### src/rtl/perf_counter_bank.sv
// Bank of NUM_EVENTS wrapping event counters with sticky overflow flags and a
// serial ready/valid dump port. Define PERF_SNAPSHOT_EN to dump from a shadow copy.
module perf_counter_bank #(
    parameter int NUM_EVENTS = 8,
    parameter int CNT_WIDTH  = 48,
    parameter int INC_WIDTH  = 3,
    localparam int IDX_WIDTH = (NUM_EVENTS > 1) ? $clog2(NUM_EVENTS) : 1
) (
    input  logic                            clk,
    input  logic                            rst,
    input  logic                            en,
    input  logic                            clear,
    input  logic [NUM_EVENTS*INC_WIDTH-1:0] inc,
    output logic [NUM_EVENTS-1:0]           ovf,
    input  logic                            dump_req,
    output logic                            busy,
    output logic                            out_valid,
    input  logic                            out_ready,
    output logic [IDX_WIDTH-1:0]            out_idx,
    output logic [CNT_WIDTH-1:0]            out_data,
    output logic                            dump_done
);

    typedef enum logic {
        IDLE,
        DUMP
    } state_t;

    localparam logic [IDX_WIDTH-1:0] LAST_IDX = IDX_WIDTH'(NUM_EVENTS - 1);

    state_t                 state_q, state_d;
    logic [IDX_WIDTH-1:0]   idx_q, idx_d;
    logic                   done_d;
    logic [CNT_WIDTH-1:0]   cnt_q [NUM_EVENTS];
    logic [CNT_WIDTH-1:0]   cnt_d [NUM_EVENTS];
    logic [CNT_WIDTH:0]     sum   [NUM_EVENTS];
    logic [NUM_EVENTS-1:0]  ovf_d;

    // The extra sum bit is the carry out, i.e. the wrap indication.
    always_comb begin
        ovf_d = ovf;
        for (int unsigned i = 0; i < NUM_EVENTS; i++) begin
            sum[i]   = {1'b0, cnt_q[i]} + (CNT_WIDTH + 1)'(inc[i*INC_WIDTH +: INC_WIDTH]);
            cnt_d[i] = cnt_q[i];
            if (clear) begin
                cnt_d[i] = '0;
                ovf_d[i] = 1'b0;
            end else if (en) begin
                cnt_d[i] = sum[i][CNT_WIDTH-1:0];
                if (sum[i][CNT_WIDTH]) begin
                    ovf_d[i] = 1'b1;
                end
            end
        end
    end

    always_ff @(posedge clk or negedge rst) begin
        if (!rst) begin
            for (int unsigned i = 0; i < NUM_EVENTS; i++) begin
                cnt_q[i] <= '0;
            end
            ovf <= '0;
        end else begin
            for (int unsigned i = 0; i < NUM_EVENTS; i++) begin
                cnt_q[i] <= cnt_d[i];
            end
            ovf <= ovf_d;
        end
    end

    always_comb begin
        state_d = state_q;
        idx_d   = idx_q;
        done_d  = 1'b0;
        case (state_q)
            IDLE: begin
                if (dump_req) begin
                    state_d = DUMP;
                    idx_d   = '0;
                end
            end
            DUMP: begin
                if (out_ready) begin
                    if (idx_q == LAST_IDX) begin
                        state_d = IDLE;
                        idx_d   = '0;
                        done_d  = 1'b1;
                    end else begin
                        idx_d = idx_q + IDX_WIDTH'(1);
                    end
                end
            end
            default: begin
                state_d = IDLE;
                idx_d   = '0;
            end
        endcase
    end

    always_ff @(posedge clk or negedge rst) begin
        if (!rst) begin
            state_q   <= IDLE;
            idx_q     <= '0;
            dump_done <= 1'b0;
        end else begin
            state_q   <= state_d;
            idx_q     <= idx_d;
            dump_done <= done_d;
        end
    end

    assign busy      = (state_q == DUMP);
    assign out_valid = (state_q == DUMP);
    assign out_idx   = idx_q;

`ifdef PERF_SNAPSHOT_EN
    logic [CNT_WIDTH-1:0] shadow_q [NUM_EVENTS];
    logic                 snap;

    // Capture post-update values so the dump reflects the accept cycle itself.
    assign snap = (state_q == IDLE) && dump_req;

    always_ff @(posedge clk or negedge rst) begin
        if (!rst) begin
            for (int unsigned i = 0; i < NUM_EVENTS; i++) begin
                shadow_q[i] <= '0;
            end
        end else if (snap) begin
            for (int unsigned i = 0; i < NUM_EVENTS; i++) begin
                shadow_q[i] <= cnt_d[i];
            end
        end
    end

    assign out_data = shadow_q[idx_q];
`else
    assign out_data = cnt_q[idx_q];
`endif

endmodule

### config.mk
export PLATFORM = sky130hd
export DESIGN_NAME = perf_counter_bank
export DESIGN_NICKNAME = d
export VERILOG_FILES = /design/src/rtl/perf_counter_bank.sv
export SDC_FILE = /design/constraint.sdc
export NUM_CORES = 1
export LEC_CHECK = 0
export CAP_MARGIN = 20
export CORE_MARGIN = 2
export CORE_UTILIZATION = 45
export DETAILED_ROUTE_END_ITERATION = 10
export PLACE_DENSITY_LB_ADDON = 0.3
export SLEW_MARGIN = 40
export SYNTH_ARGS = -nofsm -noshare
export SYNTH_HDL_FRONTEND = slang
export SYNTH_SLANG_ARGS = --single-unit
### constraint.sdc
create_clock -name clk -period 2.83 [get_ports clk]
set_clock_uncertainty 0.15 [all_clocks]
set_input_delay 0.4245 -clock clk [delete_from_list [all_inputs] [get_ports clk]]
set_output_delay 0.4245 -clock clk [all_outputs]
set_load 0.01 [all_outputs]
# Word level (Yosys, flattened, before mapping)
# Index checks and enable logic that the tools add are counted.
# op_classes
n_reduce_logical	18
magnitude_cmp	1
n_shift	0
addsub	9
multipliers	0
n_mux	54
bitwise_logic	2
div	0
eq_ne	3
# ops
cell	count
48-bit two-way mux	18
48-bit by 3-bit adder with 49-bit output	8
48-bit binary-select mux with 3-bit select	1
1-bit two-way mux	30
2-bit AND reduction	9
2-bit nonzero test	9
3-bit two-way mux	3
3-bit one-hot mux with 2 select lines	1
4-bit greater-or-equal comparator, second input constant	1
2-bit != test, second input constant	2
3-bit NOT with 4-bit output	1
3-bit by 1-bit adder with 3-bit output, second input constant	1
3-bit == test, second input constant	1
1-bit one-hot mux with 2 select lines	1
1-bit NOT	1
# word_totals
mem_count	0
wordCells	106
output_inout_bits	62
latchBits	0
mem_bits_rw	0
ff_bits	397
rom_bits	0

# Longest topological paths before layout
# depth
depth_word	4
depth_mapped	10
depth_no_buf	8

# Worst setup path after synthesis
# Ideal clock, no wire load.
# synth_path
path_kind	input-to-reg
start	input port inc[9]
end	register cnt_q[228] in the netlist's numbering
path_stages	9
required_ps	2602
setup_ps	78
arrival_ps	2783
path_slack_ps	-181
path_cell_list	ha_1 -> inv_1 -> fa_1 -> nand2b_1 -> a2111oi_0 -> clkbuf_1 -> nand3_1 -> or4_1 -> a21oi_1
# synth_between
elab_chain_len	3
# synth_rtl
item	line_no	source
from (decl)	13	input logic [NUM_EVENTS*INC_WIDTH-1:0] inc,
48-bit by 3-bit adder with 49-bit output	43	sum[i] = {1'b0, cnt_q[i]} + (CNT_WIDTH + 1)'(inc[i*INC_WIDTH +: INC_WIDTH]);
48-bit two-way mux	48	end else if (en) begin
48-bit two-way mux	45	if (clear) begin
to (signal, indexed assignment)	65	cnt_q[i] <= cnt_d[i];
to (decl)	34	logic [CNT_WIDTH-1:0] cnt_q [NUM_EVENTS];
# No other way between the ends. The select of a mux whose other input is x is not followed.
# A chain may end at the register's enable or synchronous reset.

# Worst setup path after layout
# layout_path
start	register idx_q[1] (netlist: out_idx[1])
end	output port out_data[21]
# layout_between
elab_chain_len	4
# layout_rtl
item	line_no	source
from (decl)	32	logic [IDX_WIDTH-1:0] idx_q, idx_d;
from (signal assigned)	107	idx_q <= idx_d;
3-bit NOT with 4-bit output (not written as such)	137	assign out_data = cnt_q[idx_q];
48-bit binary-select mux with 3-bit select	137	
48-bit two-way mux (not written as such) (2 in a row)	137	
to (decl)	20	output logic [CNT_WIDTH-1:0] out_data,
# No other way between the ends. The select of a mux whose other input is x is not followed.

==> impl_metrics.tcl <==
set metrics [dict create \
    p_leak_nw 11.9 \
    slew_violations 0 \
    antenna_found_initial 1 \
    place_congestion 0.942 \
    drt_iter0_drc 2521 \
    cts_buffers 47 \
    synth_top_area_share_pct 41.3 \
    hp-start "en" \
    dp_slack_ns -0.637 \
    vias 21700 \
    postSynthCellCount 2495 \
    async_reset_ff_share_pct 100 \
    synth_fp_nets 2559 \
    synthAdderAreaFrac_pct 2.02 \
    fmax_mhz 330 \
    irDropWorstVdd_mv 0.557 \
    violations "negative setup slack" \
    clk_pin_slew_ns 0.06 \
    synth-simple-area-share_pct 24.5 \
    grt_overflow 0 \
    cts_sinks 397 \
    clock_path_buffers 3 \
    max_cap_viol_count 0 \
    min_path_cells 3 \
    rsz0062_at_grt "yes" \
    crit_chain "buf_12 -> buf_4 -> buf_12 -> mux4_2 -> mux2_4 -> buf_6" \
    yosysTopAreaCell "dfrtp_1" \
    ys_ff_latch 397 \
    synthFlopType "dfrtp_1" \
    worst_path_max_delay_cell "dfrtp_4" \
    syn2layout_area_growth_pct 24.4 \
    cts_tree "done" \
    finalNonFillerCells 3485 \
    max_stage_delay_ns 0.51 \
    drc_errors 0 \
    cp.arrival_ns 2.46 \
    synth_area_leaders "dfrtp_1 41%, mux4_2 8.9%, xnor2_1 4.6%" \
    die_w_um 235 \
    grt_pass1_vias 20800 \
    synth_cell_types 59 \
    slew-limit-headroom_pct 45.5 \
    ys_seq_area_share_pct 41.3 \
    dieHeight_um 235 \
    status "finished, violations left" \
    power_density_nw_per_um2 568 \
    crit-reg2reg-launch "cnt_q[48]" \
    min_path_type "in -> reg" \
    viasPerCell 6.22 \
    fin_ws_ns -0.201 \
    synth_edf_count 0 \
    multi_input_area_um2 13600 \
    post-route-min-period_ns 3.03 \
    grt_pass1_wl_um 123000 \
    wl_per_cell_um 22.8 \
    syn-cell-area_um2 24000 \
    grt_use_total_pct 28.2 \
    drt_first_pass_iters 5 \
    seq_area_um2 9940 \
    placedCellCount 3352 \
    synth_commonest_cells "397 x dfrtp_1, 287 x nor2_1, 156 x a21oi_1" \
    diodes 0 \
    nets 2825 \
    fin_crit_sh_pct 107 \
    clk_latency_ns 0.59 \
    cp-end-kind "primary output" \
    fillerInstances 4489 \
    layout-drive-gt1-share_pct 21.0 \
    dieArea_um2 55300 \
    grt_max_degree 101 \
    synthMuxAreaShare_pct 12.0 \
    drt_wl_total_um 79400 \
    critPathKind "reg -> out" \
    hpwl_um 56900 \
    fin_setup_tns_ns -6.06 \
    start_kind "flip-flop" \
    ys_warn_count 0 \
    ant_nets 0 \
    min_to "cnt_q[337]" \
    io_pins 92 \
    reg2reg_to "cnt_q[92]" \
    rrSetupSlack_ns 0.08 \
    rr_worst_depth 9 \
    setup_viol 48 \
    avgSynthCellArea_um2 9.64 \
    yosysMostFrequentCell "dfrtp_1" \
    start_util_pct 45.7 \
    root_buffer "clkbuf_16" \
    cp.buffers_inverters 4 \
    coreArea_um2 52700 \
    cts.htree.levels 2 \
    worstMarginPinSlew_ns 0.818 \
    port_buffers 91 \
    synth_top_family_by_area "simple AND/OR/NAND/NOR gates" \
    row_count 84 \
    synth_compound_area_share_pct 8.86 \
    synth_xor_area_share_pct 7.87 \
    hold_viol 0 \
    crit_family "multiplexers" \
    cp_max_fo 7 \
    cpMostUsedCell "buf_12" \
    cp.required_ns 2.26 \
]
[flip-flops by register name, summed over array words and instances, names as in the netlist]
register,flops
busy,1
ovf,8
out_idx,3
cnt_q,384
dump_done,1
[per-layer routing]
layer | vias to the layer above | wire [µm] | GRT usage (%)
li1 | 9752 | - | -
met1 | 10800 | 33500 | 39.4
met2 | 994 | 36000 | 44.1
met3 | 148 | 7630 | 6.45
met4 | 0 | 2330 | 7.88
met5 | - | 0 | 0
[report_power, final]
group / internal (W) / switching [W]
registers: 0.00576 / 0.000103
clock network: 0.00429 / 0.00258
logic: 0.00227 / 0.00197
total: 0.0123 / 0.00466
[cell families (layout without fill, tap and decap cells)]
family | Yosys count | count (layout)
xor+xnor | 216 | 216
mux | 160 | 160
flops | 397 | 397
fa+ha+maj | 34 | 34
simple gates | 1109 | 1109
compound gates | 363 | 363
buf+inv | 216 | 518
[worst max path at each step]
| stage | start | to | slack, ns | cells past startpoint |
|---|---|---|---|---|
| CTS | out_idx[0] | out_data[1] | -0.20 | 6 |
| floorplan | inc[9] | cnt_q[228] | -0.09 | 9 |
| global placement | inc[15] | cnt_q[138] | -0.56 | 11 |
| finish | out_idx[1] | out_data[21] | -0.20 | 6 |
| global route | out_idx[1] | out_data[10] | -0.21 | 6 |
| detailed placement | inc[6] | cnt_q[286] | -0.64 | 10 |
[cell usage in the layout, fill, tap and decap left out, types with 47 or more instances in the layout]
master / n
nand4_1: 120
o21ai_0: 92
or3_1: 88
xor2_1: 89
inv_1: 80
nand2_1: 139
a21oi_1: 153
or4_1: 56
buf_6: 63
buf_4: 205
mux4_2: 96
dfrtp_1: 394
o31ai_1: 47
clkbuf_16: 51
nor4_1: 70
mux2_4: 47
nor2_1: 287
xnor2_1: 127
nand3_1: 129
[layout make-up]
| class | count | share of cell area (%) |
|---|---|---|
| multi-input cells | 1882 | 45.5 |
| flip-flops and latches | 397 | 33.2 |
| repair buffers | 352 | 11.5 |
| clock buffers | 69 | 4.75 |
| well taps | 688 | 2.88 |
| clock inverters | 16 | 1.05 |
| inverters | 81 | 1.02 |
[stage by stage]
stage	util, %	hold slack, ns	power, W	area (µm²)
after global routing	56.8	0.228	0.0175	29900
after floorplan	-	-0.0211	0.00771	24100
after detailed placement	51.5	0.265	0.00890	27100
final	56.8	0.216	0.0170	29900
after CTS	56.5	0.188	0.0170	29700
after global placement	51.5	0.264	0.00885	27100
[timing repair]
item,CTS,global route
gates cloned,7,4
gates resized for setup,316,47
setup buffers,31,14
endpoints found under the setup margin,67,89
pin swaps,2,5
hold endpoints to repair,53,0
hold buffers,2,0
[tightest hold or removal path: cells and delay by family]
| kind | cells | cell delay [ns] |
|---|---|---|
| buf+inv | 2 | 0.40 |
| compound gates | 1 | 0.07 |
(Power assumes the default switching activity.)
